==> src/rtl/mmcm_drp_pkg.sv <==
// Shared types and widths for the MMCM DRP configuration controller.
package mmcm_drp_pkg;

    localparam int DRP_AW = 7;
    localparam int DRP_DW = 16;
    localparam int CFG_DW = 32;
    localparam int TMR_W  = 16;

    typedef enum logic [2:0] {
        ST_IDLE,
        ST_RST_ON,
        ST_ISSUE,
        ST_WAIT_DRDY,
        ST_HOLD,
        ST_WAIT_LOCK
    } state_e;

    typedef struct packed {
        logic              wen;
        logic [DRP_AW-1:0] addr;
        logic [DRP_DW-1:0] wdata;
    } req_t;

    // Counter load value: 0 behaves as 1, values beyond the counter saturate.
    function automatic logic [TMR_W-1:0] tmr_load(input int unsigned v);
        logic [TMR_W-1:0] r;
        if (v == 0)
            r = 1;
        else if (v > 32'(2 ** TMR_W - 1))
            r = '1;
        else
            r = v[TMR_W-1:0];
        return r;
    endfunction

endpackage

==> src/rtl/drp_timer.sv <==
// Load/decrement counter shared by the DRP, reset-hold and lock-wait phases.
module drp_timer
    import mmcm_drp_pkg::*;
(
    input  logic             clk,
    input  logic             rst,
    input  logic             load_i,
    input  logic [TMR_W-1:0] load_val_i,
    output logic             expired_o
);

    localparam logic [TMR_W-1:0] ONE = TMR_W'(1);

    logic [TMR_W-1:0] cnt_q, cnt_d;

    always_comb begin
        cnt_d = cnt_q;
        if (load_i)
            cnt_d = load_val_i;
        else if (cnt_q != '0)
            cnt_d = cnt_q - ONE;
    end

    // NOTE: clocked state uses <= only, so every register updates from pre-edge values.
    always_ff @(posedge clk) begin
        if (rst)
            cnt_q <= '0;
        else
            cnt_q <= cnt_d;
    end

    // A load of N gives N phase cycles; the last one reports expiry.
    assign expired_o = (cnt_q <= ONE);

endmodule

==> src/rtl/mmcm_drp_ctrl.sv <==
// Runs single-outstanding cfg requests on the MMCM DRP port, wrapping writes
// in an MMCM reset window and waiting for LOCKED afterwards.
module mmcm_drp_ctrl
    import mmcm_drp_pkg::*;
#(
    parameter int unsigned RST_HOLD_CYCLES = 16,
    parameter int unsigned DRP_TIMEOUT     = 255,
    parameter int unsigned LOCK_TIMEOUT    = 65535
) (
    input  logic              clk,
    input  logic              rst,
    input  logic              cfg_ena,
    input  logic              cfg_wen,
    input  logic [DRP_AW-1:0] cfg_addr,
    input  logic [CFG_DW-1:0] cfg_wdata,
    output logic [CFG_DW-1:0] cfg_rdata,
    output logic              cfg_rdy,
    output logic              drp_den,
    output logic              drp_dwe,
    output logic [DRP_AW-1:0] drp_daddr,
    output logic [DRP_DW-1:0] drp_di,
    input  logic [DRP_DW-1:0] drp_do,
    input  logic              drp_drdy,
    output logic              mmcm_rst,
    input  logic              mmcm_locked,
    output logic              busy,
    output logic              drp_err,
    output logic              lock_err,
    output logic              req_ovf
);

    localparam logic [TMR_W-1:0] DRP_LD  = tmr_load(DRP_TIMEOUT);
    localparam logic [TMR_W-1:0] HOLD_LD = tmr_load(RST_HOLD_CYCLES);
    localparam logic [TMR_W-1:0] LOCK_LD = tmr_load(LOCK_TIMEOUT);

    state_e            state_q, state_d;
    req_t              slot_q, slot_d;
    logic              slot_full_q, slot_full_d;
    logic              cur_wen_q, cur_wen_d;
    logic [CFG_DW-1:0] cfg_rdata_q, cfg_rdata_d;
    logic              cfg_rdy_q, cfg_rdy_d;
    logic              drp_den_q, drp_den_d;
    logic              drp_dwe_q, drp_dwe_d;
    logic [DRP_AW-1:0] drp_daddr_q, drp_daddr_d;
    logic [DRP_DW-1:0] drp_di_q, drp_di_d;
    logic              mmcm_rst_q, mmcm_rst_d;
    logic              busy_q, busy_d;
    logic              drp_err_q, drp_err_d;
    logic              lock_err_q, lock_err_d;
    logic              req_ovf_q, req_ovf_d;

    logic              tmr_load_en;
    logic [TMR_W-1:0]  tmr_val;
    logic              tmr_expired;
    logic              wdata_hi_unused;

    assign wdata_hi_unused = ^cfg_wdata[CFG_DW-1:DRP_DW];

    drp_timer u_timer (
        .clk        (clk),
        .rst        (rst),
        .load_i     (tmr_load_en),
        .load_val_i (tmr_val),
        .expired_o  (tmr_expired)
    );

    always_comb begin
        // NOTE: every signal gets a default first, so no branch can infer a latch.
        state_d     = state_q;
        slot_d      = slot_q;
        slot_full_d = slot_full_q;
        cur_wen_d   = cur_wen_q;
        cfg_rdata_d = cfg_rdata_q;
        cfg_rdy_d   = 1'b0;
        drp_den_d   = 1'b0;
        drp_dwe_d   = 1'b0;
        drp_daddr_d = drp_daddr_q;
        drp_di_d    = drp_di_q;
        mmcm_rst_d  = mmcm_rst_q;
        drp_err_d   = drp_err_q;
        lock_err_d  = lock_err_q;
        req_ovf_d   = req_ovf_q;

        // The slot frees in ISSUE, so a request landing that same cycle is kept.
        if (state_q == ST_ISSUE) begin
            slot_full_d = 1'b0;
            cur_wen_d   = slot_q.wen;
        end
        if (cfg_ena) begin
            if (slot_full_q && state_q != ST_ISSUE) begin
                req_ovf_d = 1'b1;
            end else begin
                slot_full_d = 1'b1;
                slot_d      = '{wen: cfg_wen, addr: cfg_addr, wdata: cfg_wdata[DRP_DW-1:0]};
            end
        end

        case (state_q)
            ST_IDLE: begin
                if (slot_full_q) begin
                    if (slot_q.wen) begin
                        state_d    = ST_RST_ON;
                        mmcm_rst_d = 1'b1;
                    end else begin
                        state_d = ST_ISSUE;
                    end
                end
            end
            ST_RST_ON: state_d = ST_ISSUE;
            ST_ISSUE:  state_d = ST_WAIT_DRDY;
            ST_WAIT_DRDY: begin
                // drdy wins over a timeout expiring in the same cycle.
                if (drp_drdy || tmr_expired) begin
                    cfg_rdy_d = 1'b1;
                    state_d   = mmcm_rst_q ? ST_HOLD : ST_IDLE;
                    if (drp_drdy && !cur_wen_q)
                        cfg_rdata_d = {{(CFG_DW-DRP_DW){1'b0}}, drp_do};
                    else
                        cfg_rdata_d = '0;
                    if (!drp_drdy)
                        drp_err_d = 1'b1;
                end
            end
            ST_HOLD: begin
                if (slot_full_q) begin
                    state_d = ST_ISSUE;
                end else if (tmr_expired) begin
                    state_d    = ST_WAIT_LOCK;
                    mmcm_rst_d = 1'b0;
                end
            end
            ST_WAIT_LOCK: begin
                if (mmcm_locked) begin
                    state_d = ST_IDLE;
                end else if (tmr_expired) begin
                    state_d    = ST_IDLE;
                    lock_err_d = 1'b1;
                end
            end
            default: state_d = ST_IDLE;
        endcase

        if (state_d == ST_ISSUE) begin
            drp_den_d   = 1'b1;
            drp_dwe_d   = slot_q.wen;
            drp_daddr_d = slot_q.addr;
            drp_di_d    = slot_q.wdata;
        end
        busy_d = (state_d != ST_IDLE);

        tmr_load_en = (state_d != state_q);
        case (state_d)
            ST_WAIT_DRDY: tmr_val = DRP_LD;
            ST_HOLD:      tmr_val = HOLD_LD;
            ST_WAIT_LOCK: tmr_val = LOCK_LD;
            default:      tmr_val = '0;
        endcase
    end

    always_ff @(posedge clk) begin
        // NOTE: the slot and data registers are reset too, so every output reads 0 out of reset.
        if (rst) begin
            state_q     <= ST_IDLE;
            slot_q      <= '0;
            slot_full_q <= 1'b0;
            cur_wen_q   <= 1'b0;
            cfg_rdata_q <= '0;
            cfg_rdy_q   <= 1'b0;
            drp_den_q   <= 1'b0;
            drp_dwe_q   <= 1'b0;
            drp_daddr_q <= '0;
            drp_di_q    <= '0;
            mmcm_rst_q  <= 1'b0;
            busy_q      <= 1'b0;
            drp_err_q   <= 1'b0;
            lock_err_q  <= 1'b0;
            req_ovf_q   <= 1'b0;
        end else begin
            state_q     <= state_d;
            slot_q      <= slot_d;
            slot_full_q <= slot_full_d;
            cur_wen_q   <= cur_wen_d;
            cfg_rdata_q <= cfg_rdata_d;
            cfg_rdy_q   <= cfg_rdy_d;
            drp_den_q   <= drp_den_d;
            drp_dwe_q   <= drp_dwe_d;
            drp_daddr_q <= drp_daddr_d;
            drp_di_q    <= drp_di_d;
            mmcm_rst_q  <= mmcm_rst_d;
            busy_q      <= busy_d;
            drp_err_q   <= drp_err_d;
            lock_err_q  <= lock_err_d;
            req_ovf_q   <= req_ovf_d;
        end
    end

    assign cfg_rdata = cfg_rdata_q;
    assign cfg_rdy   = cfg_rdy_q;
    assign drp_den   = drp_den_q;
    assign drp_dwe   = drp_dwe_q;
    assign drp_daddr = drp_daddr_q;
    assign drp_di    = drp_di_q;
    assign mmcm_rst  = mmcm_rst_q;
    assign busy      = busy_q;
    assign drp_err   = drp_err_q;
    assign lock_err  = lock_err_q;
    assign req_ovf   = req_ovf_q;

endmodule

==> config.mk <==
export PLATFORM = sky130hd
export DESIGN_NAME = mmcm_drp_ctrl
export DESIGN_NICKNAME = d
export VERILOG_FILES = /design/src/rtl/mmcm_drp_pkg.sv /design/src/rtl/drp_timer.sv /design/src/rtl/mmcm_drp_ctrl.sv
export SDC_FILE = /design/constraint.sdc
export NUM_CORES = 1
export LEC_CHECK = 0
export ABC_AREA = 1
export CAP_MARGIN = 20
export CORE_MARGIN = 2
export CORE_UTILIZATION = 42
export DETAILED_ROUTE_END_ITERATION = 10
export PLACE_DENSITY = 0.86
export SETUP_SLACK_MARGIN = 0.1
export SYNTH_ARGS = -nofsm -noshare
export SYNTH_HDL_FRONTEND = slang
export SYNTH_SLANG_ARGS = --single-unit
==> constraint.sdc <==
create_clock -name clk -period 2 [get_ports clk]
set_input_delay 0.4 -clock clk [delete_from_list [all_inputs] [get_ports clk]]
set_output_delay 0.4 -clock clk [all_outputs]
set_load 0.1 [all_outputs]
==> flow_summary.json <==
{
  "status": "finished, final reports clean",
  "relSlewSlack_pct": 59.5,
  "clkPwrFrac_pct": 15.6,
  "hp-start": "lock_err$_SDFFE_PP0P_",
  "synthCells": 523,
  "r2r-start": "u_timer.cnt_q[10]$_SDFFE_PP0P_",
  "multi_input_area_um2": 2070,
  "netlist.area_leader.share_pct": 46.7,
  "clk_pin_slew_ns": 0.10,
  "drc": 0,
  "rsz0062_at_grt": "true",
  "io_pins": 124,
  "reg2reg_to": "u_timer.cnt_q[8]$_SDFFE_PP0P_",
  "coreArea_um2": 9200,
  "period_share_pct": 97.2,
  "via_per_inst": 5.13,
  "root_buffer": "clkbuf_8",
  "synth-seq-cells": 92,
  "floorplan.rows": 35,
  "yosysWarningCount": 0,
  "grt_max_degree": 70,
  "swShare_pct": 48.5,
  "synth_area_leaders": "dfxtp_1 (47%), nor2_1 (12%), o21ai_0 (7.2%)",
  "p_int_mw": 4.04,
  "diodes": 0,
  "p_comb_share_pct": 53.8,
  "drt_iter0_markers": 313,
  "power.density_nw_per_um2": 1440,
  "die_height_um": 101,
  "worstPathRequired_ns": 2.30,
  "p_leak_nw": 2.56,
  "overflow": 0,
  "die-area_um2": 10200,
  "ys_seq_area_share_pct": 46.7,
  "r2r_cells": 14,
  "clock.fmax_mhz": 514,
  "vias": 3864,
  "die_w_um": 101,
  "postRouteAntennaNets": 0,
  "drive_above_1_share_pct": 26.6,
  "worst_slack_ns": 0.0557,
  "grt_pass1_vias": 3628,
  "holdBufCountCts": 0,
  "io_buffers": 91,
  "gr-usage-all-layers_pct": 20.7,
  "dp_slack_ns": -0.160,
  "areaGrowthSynthToFinish_pct": 38.5,
  "synthTopCellsByCount": "nor2_1 (127), dfxtp_1 (92), nand2_1 (63)",
  "arrival_ns": 2.24,
  "finalWirelength_um": 10700,
  "dr.pass1.iters": 5,
  "maxCapViolCount": 0,
  "async_flop_share_pct": 0,
  "fillers": 763,
  "path_max_fanout": 8,
  "antenna_found_initial": 0,
  "avgSynthCellArea_um2": 7.54,
  "yosysMostFrequentCell": "nor2_1",
  "crit_path_start_kind": "flip-flop",
  "finalSetupTns_ns": 0,
  "syn-cell-area_um2": 3940,
  "synth_ff_type": "dfxtp_1",
  "critical_path_class": "flip-flop to flip-flop",
  "r2r_slack_ns": 0.06,
  "place_congestion": 0.884,
  "final_nets": 701,
  "clock-skew-final_ns": 0.00995,
  "cts_buffer_depth": 2,
  "ir_drop_v": 0.000864,
  "utilization_pct": 59.4,
  "synth_edf_count": 0,
  "hold_depth": 2,
  "tightest_slew_ns": 0.608,
  "synth_largest_area_cell": "dfxtp_1",
  "insertion_delay_ns": 0.37,
  "end_kind": "flip-flop",
  "wl_per_cell_um": 14.3,
  "place_area_um2": 4890,
  "grt_first_pass_wirelength_um": 17000,
  "final_area_um2": 5460,
  "drv_slew": 0,
  "cts.htree.levels": 3,
  "setup_viol_count_final": 0,
  "seqPwrFrac_pct": 30.6,
  "place_hpwl_um": 6880,
  "worstHoldEndpoint": "lock_err$_SDFFE_PP0P_",
  "cts_tree": "yes",
  "synthDistinctLibCells": 34,
  "hp-class": "flip-flop to flip-flop",
  "hold_viol": 0,
  "cts.sinks": 92,
  "p_total_mw": 7.85,
  "p_sw_mw": 3.81,
  "start_util_pct": 42.9,
  "ff_latch_area_um2": 1870,
  "cts_buffers": 9,
  "timing.final.crit_period_ns": 1.94
}
## cell usage in the layout (no fill, tap or decap), types with 7 or more instances in the layout
cell,synthesis,layout
buf_4,18,79
clkbuf_8,0,9
clkdlybuf4s50_1,0,44
conb_1,1,16
dfxtp_1,92,80
inv_1,24,22
nand2_1,63,57
nand3_1,47,41
nand3_2,10,12
nand4_1,7,7
nor2_1,127,121
nor2_4,2,9
o21ai_0,57,57
## registers in the layout (all words and copies together), names as in the netlist, 3 cells and up
register,cells
cfg_rdata,16
drp_daddr,7
drp_di,16
slot_q,24
state_q,3
u_timer.cnt_q,16
## kinds of logic after synthesis
kind of cell	after synthesis	share of synthesized area (%)
simple gates	278	32.2
buf+inv	69	8.57
fa+ha+maj	3	0.952
flops	92	46.7
compound gates	71	9.49
xor+xnor	9	2.00
other cells	1	0.0951
## critical path: stages, from the launching register on
cell	delay [ns]
dfxtp_4	0.36
nor2_4	0.12
nand2_2	0.08
nor2_4	0.18
nand2_4	0.10
nand3_4	0.08
nand2_4	0.07
nor2_4	0.18
buf_6	0.14
nand3_4	0.14
nand2_8	0.15
nand3_2	0.07
nand2_1	0.06
nand2_1	0.06
nor2_1	0.08
## stage by stage
step,hold WS [ns],std cells
finish,0.466,753
global route,0.496,753
CTS,0.462,751
detailed placement,0.448,725
global placement,0.437,725
floorplan,0.456,538
## layout make-up
type                    count  share of cell area [%]
multi-input cells         378                    38.0
flip-flops and latches     92                    34.3
repair buffers            126                    19.5
well taps                 111                    2.54
clock buffers               9                    2.27
inverters                  30                    2.20
clock inverters             7                    1.24
## power by group through the flow
stage               combinational, mW  sequential, mW  clock [mW]
floorplan                        1.92            3.14           0
global placement                 3.36            2.35           0
detailed placement               3.45            2.37           0
CTS                              3.82            2.36        1.22
global route                     4.52            2.43        1.31
finish                           4.22            2.40        1.22
## how the worst max path moves through the flow
stage	end	from	depth (start not counted)	slack (ns)
2_1_floorplan	u_timer.cnt_q[10]$_SDFFE_PP0P_	u_timer.cnt_q[0]$_SDFFE_PP0P_	13	0.14
3_3_place_gp	u_timer.cnt_q[0]$_SDFFE_PP0P_	mmcm_locked	11	-0.10
3_5_place_dp	u_timer.cnt_q[0]$_SDFFE_PP0P_	mmcm_locked	11	-0.16
4_1_cts	u_timer.cnt_q[0]$_SDFFE_PP0P_	u_timer.cnt_q[6]$_SDFFE_PP0P_	14	0.1
5_1_grt	u_timer.cnt_q[1]$_SDFFE_PP0P_	u_timer.cnt_q[3]$_SDFFE_PP0P_	13	-0.03
6_report	u_timer.cnt_q[8]$_SDFFE_PP0P_	u_timer.cnt_q[10]$_SDFFE_PP0P_	14	0.06
## routing by layer
metal,routed length (um),share of wire [%],vias up,track usage (%)
li1,-,-,1889,-
met2,5680,53,144,36.8
met3,574,5.3,29,4.99
met5,0,0,-,0
met1,4200,39,1802,24.1
met4,278,2.6,0,7.59
## timing repair
action,4_1_cts,5_1_grt
resized for setup,40,35
endpoints found under the setup margin,16,20
gates cloned,1,0
setup buffers,9,2
pin swaps,17,20
endpoints found under the hold margin,0,0
No activity file was read; power rests on OpenSTA's default activity.
